### src/rtl/control_pkg.sv
`default_nettype none
// ============================================================================
//  Module      : control_pkg
//  Description : Shared encodings for the multicycle control unit: FSM states,
//                instruction opcodes, datapath mux selects and trap causes.
//  Revision    : 1.0  initial release
// ============================================================================
package control_pkg;

   typedef enum logic [3:0] {
      S_FETCH     = 4'd0,
      S_DECODE    = 4'd1,
      S_MEM_ADDR  = 4'd2,
      S_MEM_READ  = 4'd3,
      S_MEM_WB    = 4'd4,
      S_MEM_WRITE = 4'd5,
      S_EXECUTE   = 4'd6,
      S_ALU_WB    = 4'd7,
      S_BRANCH    = 4'd8,
      S_JUMP      = 4'd9,
      S_ADDI_EXEC = 4'd10,
      S_ADDI_WB   = 4'd11,
      S_TRAP      = 4'd15
   } state_t;

   localparam logic [5:0] OP_RTYPE = 6'b000000;
   localparam logic [5:0] OP_LW    = 6'b100011;
   localparam logic [5:0] OP_SW    = 6'b101011;
   localparam logic [5:0] OP_BEQ   = 6'b000100;
   localparam logic [5:0] OP_J     = 6'b000010;
   localparam logic [5:0] OP_ADDI  = 6'b001000;

   localparam logic [1:0] ALU_OP_ADD   = 2'b00;
   localparam logic [1:0] ALU_OP_SUB   = 2'b01;
   localparam logic [1:0] ALU_OP_FUNCT = 2'b10;

   localparam logic [1:0] ALU_SRC_B_REG     = 2'b00;
   localparam logic [1:0] ALU_SRC_B_FOUR    = 2'b01;
   localparam logic [1:0] ALU_SRC_B_IMM     = 2'b10;
   localparam logic [1:0] ALU_SRC_B_IMM_SH2 = 2'b11;

   localparam logic [1:0] PC_SOURCE_ALU    = 2'b00;
   localparam logic [1:0] PC_SOURCE_ALUOUT = 2'b01;
   localparam logic [1:0] PC_SOURCE_JUMP   = 2'b10;

   localparam logic [1:0] TRAP_NONE    = 2'b00;
   localparam logic [1:0] TRAP_ILLEGAL = 2'b01;
   localparam logic [1:0] TRAP_TIMEOUT = 2'b10;

   // States that own the memory port and may stall on mem_ready
   function automatic logic is_mem_state(input state_t s);
      return (s == S_FETCH) || (s == S_MEM_READ) || (s == S_MEM_WRITE);
   endfunction

endpackage
`default_nettype wire

### src/rtl/control_outputs_dec.sv
`default_nettype none
// ============================================================================
//  Module      : control_outputs_dec
//  Description : Combinational state-to-strobe decoder. Only the FETCH
//                load enables depend on mem_ready; reset blanks everything.
//  Revision    : 1.0  initial release
// ============================================================================
module control_outputs_dec
   import control_pkg::*;
(
   input  logic       reset,
   input  state_t     state,
   input  logic       mem_ready,
   output logic       pc_write,
   output logic       pc_write_cond,
   output logic       i_or_d,
   output logic       mem_read,
   output logic       mem_write,
   output logic       ir_write,
   output logic       mem_to_reg,
   output logic       reg_dst,
   output logic       reg_write,
   output logic       alu_src_a,
   output logic [1:0] alu_src_b,
   output logic [1:0] alu_op,
   output logic [1:0] pc_source,
   output logic       halted,
   output logic [3:0] state_o
);

   // Moore decode of the current state; reset forces every strobe low so an
   // aborted instruction never writes anything
   always_comb begin
      pc_write      = 1'b0;
      pc_write_cond = 1'b0;
      i_or_d        = 1'b0;
      mem_read      = 1'b0;
      mem_write     = 1'b0;
      ir_write      = 1'b0;
      mem_to_reg    = 1'b0;
      reg_dst       = 1'b0;
      reg_write     = 1'b0;
      alu_src_a     = 1'b0;
      alu_src_b     = ALU_SRC_B_REG;
      alu_op        = ALU_OP_ADD;
      pc_source     = PC_SOURCE_ALU;
      halted        = 1'b0;
      state_o       = 4'd0;
      if (!reset) begin
         state_o = state;
         case (state)
            S_FETCH: begin
               mem_read  = 1'b1;
               alu_src_b = ALU_SRC_B_FOUR;
               ir_write  = mem_ready;
               pc_write  = mem_ready;
            end
            S_DECODE: begin
               alu_src_b = ALU_SRC_B_IMM_SH2;
            end
            S_MEM_ADDR, S_ADDI_EXEC: begin
               alu_src_a = 1'b1;
               alu_src_b = ALU_SRC_B_IMM;
            end
            S_MEM_READ: begin
               mem_read = 1'b1;
               i_or_d   = 1'b1;
            end
            S_MEM_WB: begin
               reg_write  = 1'b1;
               mem_to_reg = 1'b1;
            end
            S_MEM_WRITE: begin
               mem_write = 1'b1;
               i_or_d    = 1'b1;
            end
            S_EXECUTE: begin
               alu_src_a = 1'b1;
               alu_op    = ALU_OP_FUNCT;
            end
            S_ALU_WB: begin
               reg_write = 1'b1;
               reg_dst   = 1'b1;
            end
            S_BRANCH: begin
               alu_src_a     = 1'b1;
               alu_op        = ALU_OP_SUB;
               pc_write_cond = 1'b1;
               pc_source     = PC_SOURCE_ALUOUT;
            end
            S_JUMP: begin
               pc_write  = 1'b1;
               pc_source = PC_SOURCE_JUMP;
            end
            S_ADDI_WB: begin
               reg_write = 1'b1;
            end
            S_TRAP: begin
               halted = 1'b1;
            end
            default: begin
               halted = 1'b0;
            end
         endcase
      end
   end

endmodule
`default_nettype wire

### src/rtl/control_multiciclo.sv
`default_nettype none
// ============================================================================
//  Module      : control_multiciclo
//  Description : Multicycle control FSM for the shared-memory datapath, with
//                memory wait-state timeout, illegal-opcode trap and a
//                retired-instruction counter.
//  Revision    : 1.0  initial release
// ============================================================================
module control_multiciclo
   import control_pkg::*;
#(
   parameter int WAIT_LIMIT = 15,
   parameter int CNT_W      = 32
) (
   input  logic             clk,
   input  logic             reset,
   input  logic [5:0]       opcode,
   input  logic             zero,
   input  logic             mem_ready,
   output logic             pc_write,
   output logic             pc_write_cond,
   output logic             i_or_d,
   output logic             mem_read,
   output logic             mem_write,
   output logic             ir_write,
   output logic             mem_to_reg,
   output logic             reg_dst,
   output logic             reg_write,
   output logic             alu_src_a,
   output logic [1:0]       alu_src_b,
   output logic [1:0]       alu_op,
   output logic [1:0]       pc_source,
   output logic             halted,
   output logic [1:0]       trap_cause,
   output logic [3:0]       state_o,
   output logic [CNT_W-1:0] instr_count
);

   localparam logic [7:0] c_wait_last = 8'(WAIT_LIMIT - 1);

   state_t           r_state;
   logic [7:0]       r_wait_cnt;
   logic [CNT_W-1:0] r_instr_count;
   logic [1:0]       r_trap_cause;
   logic             w_wait_expired;
   logic             w_zero_unused;

   // zero is consumed by the datapath through pc_write_cond, not by the FSM
   assign w_zero_unused  = zero;
   assign w_wait_expired = !mem_ready && (r_wait_cnt == c_wait_last);

   // State sequencing, wait-state timeout and retire counting
   always_ff @(posedge clk) begin
      if (reset) begin
         r_state       <= S_FETCH;
         r_wait_cnt    <= '0;
         r_instr_count <= '0;
         r_trap_cause  <= TRAP_NONE;
      end else begin
         if (is_mem_state(r_state) && !mem_ready && !w_wait_expired)
            r_wait_cnt <= r_wait_cnt + 8'd1;
         else
            r_wait_cnt <= '0;

         case (r_state)
            S_FETCH: begin
               if (mem_ready) begin
                  r_state <= S_DECODE;
               end else if (w_wait_expired) begin
                  r_state      <= S_TRAP;
                  r_trap_cause <= TRAP_TIMEOUT;
               end
            end
            S_DECODE: begin
               case (opcode)
                  OP_LW, OP_SW: r_state <= S_MEM_ADDR;
                  OP_RTYPE:     r_state <= S_EXECUTE;
                  OP_BEQ:       r_state <= S_BRANCH;
                  OP_J:         r_state <= S_JUMP;
                  OP_ADDI:      r_state <= S_ADDI_EXEC;
                  default: begin
                     r_state      <= S_TRAP;
                     r_trap_cause <= TRAP_ILLEGAL;
                  end
               endcase
            end
            S_MEM_ADDR: begin
               r_state <= (opcode == OP_LW) ? S_MEM_READ : S_MEM_WRITE;
            end
            S_MEM_READ: begin
               if (mem_ready) begin
                  r_state <= S_MEM_WB;
               end else if (w_wait_expired) begin
                  r_state      <= S_TRAP;
                  r_trap_cause <= TRAP_TIMEOUT;
               end
            end
            S_MEM_WRITE: begin
               if (mem_ready) begin
                  r_state       <= S_FETCH;
                  r_instr_count <= r_instr_count + CNT_W'(1);
               end else if (w_wait_expired) begin
                  r_state      <= S_TRAP;
                  r_trap_cause <= TRAP_TIMEOUT;
               end
            end
            S_EXECUTE:   r_state <= S_ALU_WB;
            S_ADDI_EXEC: r_state <= S_ADDI_WB;
            S_MEM_WB, S_ALU_WB, S_BRANCH, S_JUMP, S_ADDI_WB: begin
               r_state       <= S_FETCH;
               r_instr_count <= r_instr_count + CNT_W'(1);
            end
            S_TRAP:  r_state <= S_TRAP;
            default: r_state <= S_TRAP;
         endcase
      end
   end

   assign trap_cause  = r_trap_cause;
   assign instr_count = r_instr_count;

   control_outputs_dec u_dec (
      .reset         (reset),
      .state         (r_state),
      .mem_ready     (mem_ready),
      .pc_write      (pc_write),
      .pc_write_cond (pc_write_cond),
      .i_or_d        (i_or_d),
      .mem_read      (mem_read),
      .mem_write     (mem_write),
      .ir_write      (ir_write),
      .mem_to_reg    (mem_to_reg),
      .reg_dst       (reg_dst),
      .reg_write     (reg_write),
      .alu_src_a     (alu_src_a),
      .alu_src_b     (alu_src_b),
      .alu_op        (alu_op),
      .pc_source     (pc_source),
      .halted        (halted),
      .state_o       (state_o)
   );

endmodule
`default_nettype wire

### config.mk
export PLATFORM = sky130hd
export DESIGN_NAME = control_multiciclo
export DESIGN_NICKNAME = d
export VERILOG_FILES = /design/src/rtl/control_pkg.sv /design/src/rtl/control_outputs_dec.sv /design/src/rtl/control_multiciclo.sv
export SDC_FILE = /design/constraint.sdc
export NUM_CORES = 1
export LEC_CHECK = 0
export BUFFER_PORTS_ARGS = -buffer_cell sky130_fd_sc_hd__buf_4
export CORE_ASPECT_RATIO = 2
export CORE_MARGIN = 2
export CORE_UTILIZATION = 52
export DETAILED_ROUTE_END_ITERATION = 12
export PLACE_DENSITY = 0.86
export RECOVER_POWER = 50
export SYNTH_ARGS = -nofsm -noshare
export SYNTH_HDL_FRONTEND = slang
export SYNTH_SLANG_ARGS = --single-unit
### constraint.sdc
create_clock -name clk -period 2.3 [get_ports clk]
set_input_delay 0.345 -clock clk [delete_from_list [all_inputs] [get_ports clk]]
set_output_delay 0.345 -clock clk [all_outputs]
set_load 0.01 [all_outputs]
Yosys cells after proc, flatten, opt, wreduce, memory -nomap -nowiden. Index checks and enable logic that the tools add are counted.

Register bits after elaboration: 46.

$add $sub $neg: 2. Eq/ne operators: 22. Muxes and demuxes: 42. Bitwise logic cells: 1. Reductions and logical operators: 23.

Operator list (number): case mux 32 bit (2 select lines) (1); adder 32 x 1 -> 32 bit (second input constant) (1); two-way mux 32 bit (1); case mux 4 bit (8 select lines) (1); two-way mux 1 bit (21); == test 4 bit (second input constant) (5); two-way mux 4 bit (5); case mux 4 bit (5 select lines) (1); == test 4 x 3 -> 1 bit (second input constant) (4); == test 6 bit (second input constant) (2); two-way mux 2 bit (6); case mux 2 bit (2 select lines) (3); OR reduction 2 bit (5); adder 8 x 1 -> 8 bit (second input constant) (1); == test 4 x 2 -> 1 bit (second input constant) (2); == test 8 x 4 -> 1 bit (second input constant) (1); == test 6 x 2 -> 1 bit (second input constant) (1); == test 6 x 3 -> 1 bit (second input constant) (1); == test 6 x 4 -> 1 bit (second input constant) (1); logical NOT 6 bit (1); inequality test 2 bit (second input constant) (3); case mux 2 bit (3 select lines) (1); OR reduction 3 bit (2); OR reduction 6 bit (1); other kinds (14) (19).

Logic depth before layout (Yosys ltp).
Word-level depth: 7. Gate-level depth with buffers: 7. Depth with buffers taken out: 7.

By module. Synthesis repeated with hierarchy kept, for this count alone.

Cell total of the unflattened synthesis: 321. Area, all modules: 2603.7 um^2.

By module, submodules not included: control_multiciclo (times used 1, cells each 282, area each 2334.7 um^2); control_outputs_dec (times used 1, cells each 39, area each 269.0 um^2).

Worst setup path after synthesis. Ideal clock, no wire load.

Path kind: reg2reg. From: register r_state[3]. To: register r_instr_count[30], in the netlist instr_count[30]. Arrival: 2.016 ns. Data required time: 2.230 ns. Path slack: 0.213 ns. Cell stages (with the launch flop): 7. Path buffers: 1. Period minus slack after synthesis: 2.087 ns. Path through: dfxtp_1 -> and2_4 -> or4_1 -> buf_2 -> or3_4 -> or3_1 -> a21oi_1.

Cells in the longest elaborated chain, start to end: 4.

RTL lines: start: declaration (line control_multiciclo.sv:41) `state_t r_state;`; start signal: assignment (line control_multiciclo.sv:88) `r_state <= (opcode == OP_LW) ? S_MEM_READ : S_MEM_WRITE;`; == test 4 x 3 -> 1 bit / == test 4 bit (equally long branches) (line control_multiciclo.sv:65) `case (r_state)`; OR reduction 5 bit (line control_multiciclo.sv:65); nonzero test 2 bit (no line); AND reduction 2 bit (no line); end signal: assignment (line control_multiciclo.sv:101) `r_instr_count <= r_instr_count + CNT_W'(1);`; end signal: assignment (line control_multiciclo.sv:111) `r_instr_count <= r_instr_count + CNT_W'(1);`; end: declaration (line control_multiciclo.sv:43) `logic [CNT_W-1:0] r_instr_count;`.

Parallel ways exist; a longest one is shown, timed or not. A chain may end at the register's enable or synchronous reset.

Worst setup path after layout.
From: register r_state[3]. To: register r_instr_count[31], in the netlist instr_count[31].

Same word-level chain as after synthesis.

==> impl_metrics.ini <==
[clock_tree]
cts_tree = built
cts-root-buf = clkbuf_8
cts_buffer_depth = 2
numCtsBuffers = 5
path_clk_slew_ns = 0.08
cts_max_level = 2
insertion_delay_ns = 0.30
clock_sinks = 46
cts_hold_buf = 0

[route]
detail_route.wl_per_cell_um = 13.8
first_iter_violations = 42
postRouteAntennaNets = 0
firstDrtPassIters = 4
via_count = 2465
drc = 0
wirelength_um = 5920
via_per_inst = 5.76

[synthesis]
yosysTopAreaCellShare_pct = 38.1
synth.distinct_cells = 42
synthTopCellsByArea = dfxtp_1 38%, nor2_1 6.7%, xor2_1 5.4%
ys_ff_latch = 46
ys_seq_area_share_pct = 38.1
syn_inst = 303
synth_most_common_cell = dfxtp_1
yosysWarningCount = 0
yosysTopAreaCell = dfxtp_1
synth_edf_count = 0
synth_ff_type = dfxtp_1
synthesis.area_um2 = 2420
async_reset_ff_share_pct = 0
synth_nets = 316
synth_common_cells = 46 x dfxtp_1, 43 x nor2_1, 20 x nand2_1
syn_area_per_cell_um2 = 7.97

[grt]
grt_max_degree = 41
antenna_found_initial = 0
grt_pass1_wl_um = 9810
grt_pass1_vias = 2234
globalRouteTotalUtil_pct = 23.8
grt_overflow_total = 0

[placed_design]
placedCellCount = 419
dp_slack_ns = 0.0672
gp_congestion = 0.861
hpwl_um = 4480
port_buffers = 63

[setup_path]
arrival_ns = 2.33
reg2reg_from = r_state[3]
crit_end = instr_count[31]
cp.depth = 8
reg2regPathDepth = 8
reg2reg_to = instr_count[31]
start_kind = flop
critPathSlowestCell = or4_1
crit_top_cell = buf_4
critPathMaxStageDelay_ns = 0.40
cp_num_buf_inv = 3
reg2reg_slack_ns = 0.20
crit_family = simple AND/OR/NAND/NOR gates
cp-startpoint = r_state[3]
worstPathRequired_ns = 2.53
crit_path_end_kind = flop
path_cells = buf_4 > nor2_1 > buf_4 > nor4_1 > nand4_1 > buf_4 > or4_1 > a21oi_1
worstSetupPathType = reg2reg
cp_max_fo = 14

[power]
max-vdd-ir-drop_uv = 862
powerDensity_nw_per_um2 = 762
total_leakage_power_nw = 1.06

[sta]
holdWs_ns = 0.283
grt_setup_unrepaired = no
finalHoldViolations = 0
setup_viol = 0
finalCritPeriodShare_pct = 91.2
min_period_ns = 2.10
maxSlewViolCount = 0
max_freq_mhz = 477
finClkSkew_ns = 0.0122
setup_tns_ns = 0
tightest_slew_ns = 0.483
slew_headroom_pct = 67.3
layout_setup_ws_ns = 0.202

[floorplan]
boundaryPins = 65
initial_utilization_pct = 53.0
rows = 35
die_height_um = 100
die-area_um2 = 5240
core_area_um2 = 4550
fp.dieW_um = 52.2

[job]
cap_violations = 0

[final_layout]
layout-drive-gt1-share_pct = 14.2
n_antenna_cell = 0
syn_to_final_growth_pct = 21.9
nets = 385
instances_no_fill = 428
final_core_util_pct = 64.7

[hold_path]
hp-class = in2reg

[status]
outcome = completed
## cell type report
type	instances	area, µm²
inverter	8	30.0
clock buffer	5	68.8
sequential	46	921
tap	55	68.8
timing repair buffer	77	435
fill	457	1610
multi-input combinational	234	1400
clock inverter	3	21.3
## cell families (layout without fill, tap and decap cells)
| kind of cell | after synthesis | after routing | share of synthesized area [%] |
|---|---|---|---|
| simple gates | 157 | 157 | 34.9 |
| flops | 46 | 46 | 38.1 |
| compound gates | 44 | 44 | 10.6 |
| xor+xnor | 29 | 29 | 10.5 |
| buf+inv | 23 | 93 | 3.94 |
| fa+ha+maj | 3 | 3 | 1.55 |
| mux | 1 | 1 | 0.414 |
## flip-flops by register name (all words and copies together), names as in the netlist
name         flops
r_wait_cnt       8
instr_count     32
trap_cause       2
r_state          4
## report_power, final
part	internal, mW	leakage, nW	switching (mW)	total [mW]
clock	0.214	0.0441	0.276	0.490
sequential	0.848	0.372	0.0455	0.893
combinational	0.355	0.639	0.505	0.861
## worst min path at each step
stage | start | to | slack, ns | depth (start not counted)
finish | reset | instr_count[21] | 0.28 | 2
global placement | r_wait_cnt[0] | r_wait_cnt[0] | 0.45 | 1
detailed placement | trap_cause[0] | trap_cause[0] | 0.46 | 2
global route | reset | instr_count[21] | 0.28 | 2
CTS | reset | instr_count[21] | 0.27 | 2
floorplan | r_wait_cnt[0] | r_wait_cnt[0] | 0.43 | 1
## metrics by stage
| step | area, µm² | power [mW] |
|---|---|---|
| 3_5_place_dp | 2990 | 1.79 |
| 4_1_cts | 3080 | 2.28 |
| 6_report | 2950 | 2.24 |
| 5_1_grt | 2950 | 2.37 |
| 3_3_place_gp | 2990 | 1.77 |
| 2_1_floorplan | 2420 | 1.44 |
## repair_timing
item / CTS / global route
buffers inserted: 0 / 1
resized for setup: 0 / 1
setup endpoints to repair: 0 / 4
## cells in the final DEF, fill, tap and decap left out, types with 2 or more instances in the layout
master and count:
xnor2_1 14, nor4b_1 2, ha_1 3, nor2b_1 2, or4_1 2, clkbuf_8 5, nor4_1 8, nand2_1 20
a31oi_1 5, nand2b_1 4, and4_1 6, and3_1 10, dfxtp_1 46, xor2_1 15, nand3_1 14, inv_1 8
or3_1 8, buf_4 39, nand4_1 14, and2_1 2, nor3_1 14, a21oi_1 17, clkbuf_1 38, o21ai_0 14
nor2_1 43
## per-layer routing
layer,vias to the layer above,wire length (µm),GRT usage (%)
li1,1224,-,-
met4,0,138,9.47
met1,1169,2150,24.4
met2,58,3370,45.3
met3,14,260,4.32
met5,-,0,0
(Power assumes the default switching activity.)
